==> src/rtl/rr_grant_arbiter_pkg.sv <==
// Shared types and constants for the grant arbiter.
// Holds the one-hot FSM state encoding, the "no owner" id code and a
// one-hot to owner-id helper used by the arbiter datapath.
package arb_pkg;

   typedef enum logic [2:0] {
      IDLE    = 3'b001,
      GRANT   = 3'b010,
      RECOVER = 3'b100
   } states_t;

   localparam logic [3:0] NONE_ID = 4'd0;

   // Owner code is index+1 so that 0 can mean "no owner".
   function automatic logic [3:0] onehot_to_id(input logic [7:0] oh);
      logic [3:0] id;
      id = NONE_ID;
      for (int i = 0; i < 8; i++) begin
         if (oh[i]) id = 4'(i + 1);
      end
      return id;
   endfunction

endpackage

==> src/rtl/rr_grant_arbiter_if.sv <==
// Request/grant bundle between requesters and the arbiter.
// Ports: req (requesters -> arbiter), grant/grant_id/busy/timeout (arbiter -> requesters).
// master = requester side, slave = arbiter side.
interface rr_grant_arbiter_if #(
   parameter int N_REQ = 4
);
   logic [N_REQ-1:0] req;
   logic [N_REQ-1:0] grant;
   logic [3:0]       grant_id;
   logic             busy;
   logic             timeout;

   modport master (output req,   input  grant, grant_id, busy, timeout);
   modport slave  (input  req,   output grant, grant_id, busy, timeout);
endinterface

==> src/rtl/arb_priority_pick.sv <==
// Combinational winner selection: scans req downward from start with wrap.
// Ports: req, start (first index to try) -> winner (one-hot), valid.
// Latency: purely combinational, no state.
module arb_priority_pick #(
   parameter int N_REQ = 4
) (
   input  logic [N_REQ-1:0] req,
   input  logic [2:0]       start,
   output logic [N_REQ-1:0] winner,
   output logic             valid
);

   // Outer loop is the priority rank, inner loop finds the bit holding that
   // rank; keeps every vector index a loop constant.
   always_comb begin
      winner = '0;
      valid  = 1'b0;
      for (int i = 0; i < N_REQ; i++) begin
         for (int j = 0; j < N_REQ; j++) begin
            if (!valid && req[j] && (j == (int'(start) + N_REQ - i) % N_REQ)) begin
               winner[j] = 1'b1;
               valid     = 1'b1;
            end
         end
      end
   end

endmodule

==> src/rtl/rr_grant_arbiter.sv <==
// Grant arbiter: one owner at a time, held up to MAX_HOLD cycles, one RECOVER cycle after each ownership.
// Ports: clock, resetN (async, active-low), arb (slave modport: req in; grant, grant_id, busy, timeout out, all registered).
// Macro ARB_ROUND_ROBIN_EN: rotate priority after the last owner; undefined = fixed, highest index wins.
module rr_grant_arbiter
   import arb_pkg::*;
#(
   parameter int N_REQ    = 4,
   parameter int MAX_HOLD = 15
) (
   input  logic               clock,
   input  logic               resetN,
   rr_grant_arbiter_if.slave  arb
);

   localparam int              HW        = $clog2(MAX_HOLD + 1);
   localparam logic [HW-1:0]   HOLD_LAST = HW'(MAX_HOLD - 1);

   states_t          state, state_nxt;
   logic [N_REQ-1:0] grant_q, grant_nxt;
   logic [3:0]       id_q, id_nxt;
   logic             busy_q, busy_nxt;
   logic             tmo_q, tmo_nxt;
   logic [HW-1:0]    hold_cnt, hold_nxt;

   logic [2:0]       start_idx;
   logic [N_REQ-1:0] pick_oh;
   logic             pick_vld;
   logic [3:0]       pick_id;
   logic             owner_req;

   assign owner_req = |(arb.req & grant_q);
   assign pick_id   = onehot_to_id(8'(pick_oh));

`ifdef ARB_ROUND_ROBIN_EN
   logic [2:0] last_owner, last_nxt;

   // Start one below the previous owner; last_owner==0 wraps to the top,
   // which also makes the post-reset order equal to the fixed order.
   assign start_idx = (last_owner == 3'd0) ? 3'(N_REQ - 1) : last_owner - 3'd1;

   always_comb begin
      last_nxt = last_owner;
      if (state == IDLE && pick_vld) last_nxt = 3'(pick_id - 4'd1);
   end

   always_ff @(posedge clock or negedge resetN) begin
      if (!resetN) last_owner <= 3'd0;
      else         last_owner <= last_nxt;
   end
`else
   assign start_idx = 3'(N_REQ - 1);
`endif

   arb_priority_pick #(.N_REQ(N_REQ)) u_pick (
      .req    (arb.req),
      .start  (start_idx),
      .winner (pick_oh),
      .valid  (pick_vld)
   );

   always_comb begin
      state_nxt = state;
      grant_nxt = grant_q;
      id_nxt    = id_q;
      hold_nxt  = hold_cnt;
      tmo_nxt   = 1'b0;
      case (state)
         IDLE: begin
            if (pick_vld) begin
               state_nxt = GRANT;
               grant_nxt = pick_oh;
               id_nxt    = pick_id;
               hold_nxt  = '0;
            end
         end
         GRANT: begin
            if (owner_req && hold_cnt < HOLD_LAST) begin
               hold_nxt = hold_cnt + HW'(1);
            end else begin
               // Still requesting here means the hold limit ended it.
               state_nxt = RECOVER;
               grant_nxt = '0;
               id_nxt    = NONE_ID;
               tmo_nxt   = owner_req;
            end
         end
         RECOVER: begin
            state_nxt = IDLE;
         end
         default: begin
            state_nxt = IDLE;
            grant_nxt = '0;
            id_nxt    = NONE_ID;
            hold_nxt  = '0;
         end
      endcase
      busy_nxt = (state_nxt == GRANT) || (state_nxt == RECOVER);
   end

   always_ff @(posedge clock or negedge resetN) begin
      if (!resetN) begin
         state    <= IDLE;
         grant_q  <= '0;
         id_q     <= NONE_ID;
         busy_q   <= 1'b0;
         tmo_q    <= 1'b0;
         hold_cnt <= '0;
      end else begin
         state    <= state_nxt;
         grant_q  <= grant_nxt;
         id_q     <= id_nxt;
         busy_q   <= busy_nxt;
         tmo_q    <= tmo_nxt;
         hold_cnt <= hold_nxt;
      end
   end

   assign arb.grant    = grant_q;
   assign arb.grant_id = id_q;
   assign arb.busy     = busy_q;
   assign arb.timeout  = tmo_q;

endmodule
==> src/flat_wrapper.sv <==
// flat-port wrapper written by rule: the top's interface ports become plain ports
module rr_grant_arbiter_flat import arb_pkg::*;
#(
   parameter int N_REQ    = 4,
   parameter int MAX_HOLD = 15
)
  (clock, resetN, arb_req, arb_grant, arb_grant_id, arb_busy, arb_timeout);
  rr_grant_arbiter_if #(.N_REQ(N_REQ)) arb_i ();
  input  logic clock;
  input  logic resetN;
  input wire logic [$bits(arb_i.req)-1:0] arb_req;
  output wire logic [$bits(arb_i.grant)-1:0] arb_grant;
  output wire logic [$bits(arb_i.grant_id)-1:0] arb_grant_id;
  output wire logic [$bits(arb_i.busy)-1:0] arb_busy;
  output wire logic [$bits(arb_i.timeout)-1:0] arb_timeout;
  assign arb_i.req = arb_req;
  assign arb_grant = arb_i.grant;
  assign arb_grant_id = arb_i.grant_id;
  assign arb_busy = arb_i.busy;
  assign arb_timeout = arb_i.timeout;
  rr_grant_arbiter #(.N_REQ(N_REQ), .MAX_HOLD(MAX_HOLD)) u_core (.clock(clock), .resetN(resetN), .arb(arb_i));
endmodule
==> config.mk <==
export PLATFORM = sky130hd
export DESIGN_NAME = rr_grant_arbiter_flat
export DESIGN_NICKNAME = d
export VERILOG_FILES = /design/src/rtl/rr_grant_arbiter_pkg.sv /design/src/rtl/rr_grant_arbiter_if.sv /design/src/rtl/arb_priority_pick.sv /design/src/rtl/rr_grant_arbiter.sv /design/src/flat_wrapper.sv
export SDC_FILE = /design/constraint.sdc
export NUM_CORES = 1
export LEC_CHECK = 0
export CORE_AREA = 2 2 43 45
export CTS_CLUSTER_SIZE = 25
export DETAILED_ROUTE_END_ITERATION = 6
export DIE_AREA = 0 0 45 47
export PLACE_DENSITY = 0.7
export SLEW_MARGIN = 10
export SYNTH_ARGS = -nofsm -noshare
export SYNTH_HDL_FRONTEND = slang
export SYNTH_SLANG_ARGS = --single-unit
==> constraint.sdc <==
create_clock -name clock -period 1.8 [get_ports clock]
set_input_delay 0.27 -clock clock [delete_from_list [all_inputs] [get_ports clock]]
set_output_delay 0.27 -clock clock [all_outputs]
set_load 0.05 [all_outputs]
==> results by group, run 1 <==
Run status
  • Status: finished, final reports clean

Floorplan
  • Number of rows created at floorplan: 15
  • Core area: 0.00165 mm^2
  • Total Die Area: roughly 0.0021 mm^2
  • Vertical extent of the die: roughly 47 um
  • Die X-Extent: ~45 um
  • Starting Density: about 43%
  • Number of placed I/O pins: 16

Place
  • Area after detailed placement: about 890 um^2
  • Number of placed instances, taps included: between 90 and 100
  • Final Wtd Congestion: 0.855
  • Estimated wirelength of the detail-placed design: ~1100 um
  • Total of buffers placed on input and output ports: 14

Critical path
  • Sequence of cells on the critical path: clkdlybuf4s50_1
  • Biggest fanout along the worst timing path: 2
  • Arrival @ worst endpoint: 1.43 ns
  • Number of buffers and inverters on the critical path: 1
  • Worst setup slack for register-to-register paths: ~0.29 ns
  • Startpoint class of the critical path: flop
  • Reg2Reg Depth: 3
  • R2R Path Start: u_core.state[0]$_DFF_PN1_
  • WP data required: between 1.5 and 2 ns
  • Classification of the worst setup path: reg2out
  • Biggest cell delay along the critical path: 0.80 ns
  • Capturing element type of the critical path: output port
  • Largest delay contributor family on the critical path: buffers and inverters
  • Endpoint of the worst-slack reg-to-reg timing path: u_core.arb.grant[1]$_DFFE_PN0P_
  • Crit path max-delay cell type: clkdlybuf4s50_1

CTS
  • Clock sink count: 15
  • Count of H-tree levels built during CTS: 1
  • Max Buffers Root-to-Sink: 2
  • Number of buffers created by CTS: 3
  • Clock Tree Root: clkbuf_4
  • Clock transition at path regs: 0.09 ns
  • CTS tree: built
  • Clock latency of the later-clocked register in the worst-skew pair: around 0.28 ns
  • Number of buffers inserted by hold repair at cts: 0

Timing
  • Relative slew slack: between 60% and 70%
  • Number of setup violations in the final report: 0
  • Fin Clk Skew: between 0.002 and 0.003 ns
  • Final-report max-slew violation count: 0
  • Transition at the pin with the smallest max-transition slack: between 0.5 and 0.6 ns
  • Post-route fraction of the period consumed by the critical path: 94.6%
  • Total count of hold-check failures in the final report: 0
  • Timing-limited maximum frequency: approximately 600 MHz
  • Final period demand of the worst path: 1.70 ns
  • RSZ-0062 raised after global routing: false
  • Fin Setup TNS: 0 ns

Power and ir drop
  • Static power due to leakage: between 0.4 and 0.5 nW
  • Clock group share of total power: 14.6%
  • Reg power frac: a little under two fifths
  • Switching fraction of total power: around 43%
  • Worst ir drop on vdd: a little over 0.0007 V
  • Combinational cell fraction of total power: a little under half
  • Power density over cell area: 1420 mW/mm^2
  • Internal Pwr Total: around 0.75 mW
  • Overall power consumption: between 1 and 1.5 mW
  • Switching power summed over all nets: 0.564 mW

Route
  • Vias per cell: between 5 and 6
  • Vias after detailed routing: between 500 and 600
  • Remaining routing DRC violations: 0
  • Routed Wire Length: about 1400 um
  • Drt first pass iters: 4
  • Number of nets with antenna violations after routing: 0
  • First-iteration detailed-routing DRC count: 4
  • Average detailed-routed wire length per instance: between 10 and 15 um

Global routing
  • Most heavily used metal layer in global routing: met2
  • Largest net degree at the start of global routing: 16
  • Global-route track usage on met3: ~5.0%
  • Via count of the first global-routing pass: a little over 500
  • Remaining global-route overflow: 0
  • GR Util All Layers: roughly 17%
  • Initial antenna violation count: 0
  • Met1 usage: a little over a fifth
  • Met2 track demand over resource: ~25%
  • Wire length of the first global-routing pass: roughly 2400 um

Synth
  • Most area-hungry cell type in the Yosys netlist: dfrtp_1
  • Commonest register cell after synthesis: dfrtp_1
  • Post-Synthesis Net Count: 68
  • Number of enable-type register cells in the synthesized netlist: 0
  • Avg Inst Size Synth: about 12 um^2
  • Sequential element share of the synthesized area: a little over half
  • Most area-consuming cells after synthesis: dfrtp_1, a22o_1, dfstp_2, a31oi_4, a32o_1
  • Area of the mapped netlist: 707 um^2
  • Gate count after technology mapping: 61
  • Post-synthesis async set-or-reset flop share: 100%
  • List of most frequent post-synthesis cells: dfrtp_1, a22o_1, inv_1, nand2_1, nor2_1
  • Library cell with the highest instance count after synthesis: dfrtp_1
  • Top cell type's share of synthesized area: around half
  • Register bit count reported by yosys: 15
  • Yosys warning total: 0
  • Post-synth cell types: 29

Run
  • MaxCap Viol Count: 0

Layout
  • Number of antenna cells inserted: 0
  • Net total in the final layout: 90
  • Final cell area excluding filler cells: 923 um^2
  • Post-synthesis to final-layout area growth: 30.6%
  • Number of standard cells in the layout, taps in and fillers out: roughly 100
  • Share of layout cells above drive strength 1: between 20% and 30%

Min path
  • Type of the tightest min-delay check: in2async
[cell families after synthesis]
kind of cell	Yosys count	synth area share, %
AOI/OAI and AO/OA	20	25.0
and+or+nand+nor	18	15.2
DFF	15	53.3
buffers and inverters	6	4.25
adders and majority gates	1	1.77
other	1	0.530
[worst max path at each step]
stage,startpoint,slack [ns],to,cells after the start
finish,u_core.arb.grant_id[0]$_DFFE_PN0P_,0.1,arb_grant_id[0],1
global route,u_core.arb.grant_id[0]$_DFFE_PN0P_,0.06,arb_grant_id[0],1
CTS,u_core.arb.grant_id[1]$_DFFE_PN0P_,0.03,arb_grant_id[1],1
detailed placement,arb_req[2],0.08,u_core.arb.grant[2]$_DFFE_PN0P_,5
global placement,arb_req[1],0.09,u_core.arb.grant[2]$_DFFE_PN0P_,5
floorplan,u_core.arb.grant[2]$_DFFE_PN0P_,0.26,u_core.hold_cnt[1]$_DFFE_PN0P_,4
[metal layers]
metal	vias to the layer above	part of all wire, %
met2	13	44
met1	257	49
li1	269	-
met4	0	2.6
met5	-	0
met3	5	3.7
[stage by stage]
stage / setup slack, ns / util [%] / hold slack [ns]
floorplan: 0.260 / - / -0.0256
detailed placement: 0.0753 / 53.6 / 0.499
global placement: 0.0888 / 53.6 / 0.493
CTS: 0.0274 / 55.3 / 0.286
global route: 0.0592 / 55.9 / 0.293
finish: 0.0967 / 55.9 / 0.284
[final cells by class]
type                            count  area [um^2]
Tap cell                           17         21.3
Sequential cell                    15          377
Clock inverter                      1         5.00
Timing Repair Buffer               19          183
Multi-Input combinational cell     40          300
Inverter                            4         15.0
Clock buffer                        3         22.5
Fill cell                         151          728
[worst reg2reg max path, stage by stage (launching register included)]
cell     delay (ns)
dfstp_2        0.55
nor3b_4        0.30
nor2b_1        0.37
a32o_1         0.23
[flip-flops by register name (all words and copies together) (netlist names)]
signal,flops
u_core.hold_cnt,4
u_core.arb.grant,3
u_core.state,3
u_core.arb.busy,1
u_core.arb.grant_id,3
u_core.arb.timeout,1
[power by group through the flow]
stage | Sequential (mW) | Clock, mW | Combinational, mW
2_1_floorplan | 0.645 | 0 | 0.294
5_1_grt | 0.510 | 0.223 | 0.660
3_5_place_dp | 0.505 | 0 | 0.622
3_3_place_gp | 0.503 | 0 | 0.622
4_1_cts | 0.499 | 0.195 | 0.625
6_report | 0.498 | 0.191 | 0.621
[cell usage in the layout, fill, tap and decap left out, types with 2 or more instances in the layout]
master / Yosys / layout
dfrtp_1: 14 / 14
clkdlybuf4s50_1: 0 / 8
buf_4: 2 / 7
nand2_1: 4 / 4
nor2_1: 4 / 4
inv_1: 4 / 4
a22o_1: 4 / 4
dlymetal6s2s_1: 0 / 4
a21oi_1: 3 / 3
clkbuf_4: 0 / 3
a22oi_1: 2 / 2
nor3b_1: 2 / 2
a32o_1: 2 / 2
a31oi_1: 2 / 2
[repair_timing]
action                                 in CTS  in global routing
endpoints found under the hold margin       0                  0
buffers inserted                            0                  0
resized for setup                           0                  4
setup endpoints to repair                   0                  4
No activity file was read; power rests on OpenSTA's default activity.
==> inputs of run 2 (changes only) <==
--- a/config.mk
+++ b/config.mk
@@ -6,10 +6,12 @@
 export NUM_CORES = 1
 export LEC_CHECK = 0
 export CORE_AREA = 2 2 43 45
+export CTS_BUF_LIST = sky130_fd_sc_hd__clkbuf_4
 export CTS_CLUSTER_SIZE = 25
 export DETAILED_ROUTE_END_ITERATION = 6
 export DIE_AREA = 0 0 45 47
 export PLACE_DENSITY = 0.7
+export SKIP_LAST_GASP = 1
 export SLEW_MARGIN = 10
 export SYNTH_ARGS = -nofsm -noshare
 export SYNTH_HDL_FRONTEND = slang
==> results of run 2 <==
Final layout, timing and power as in run 1 (identical DEF).
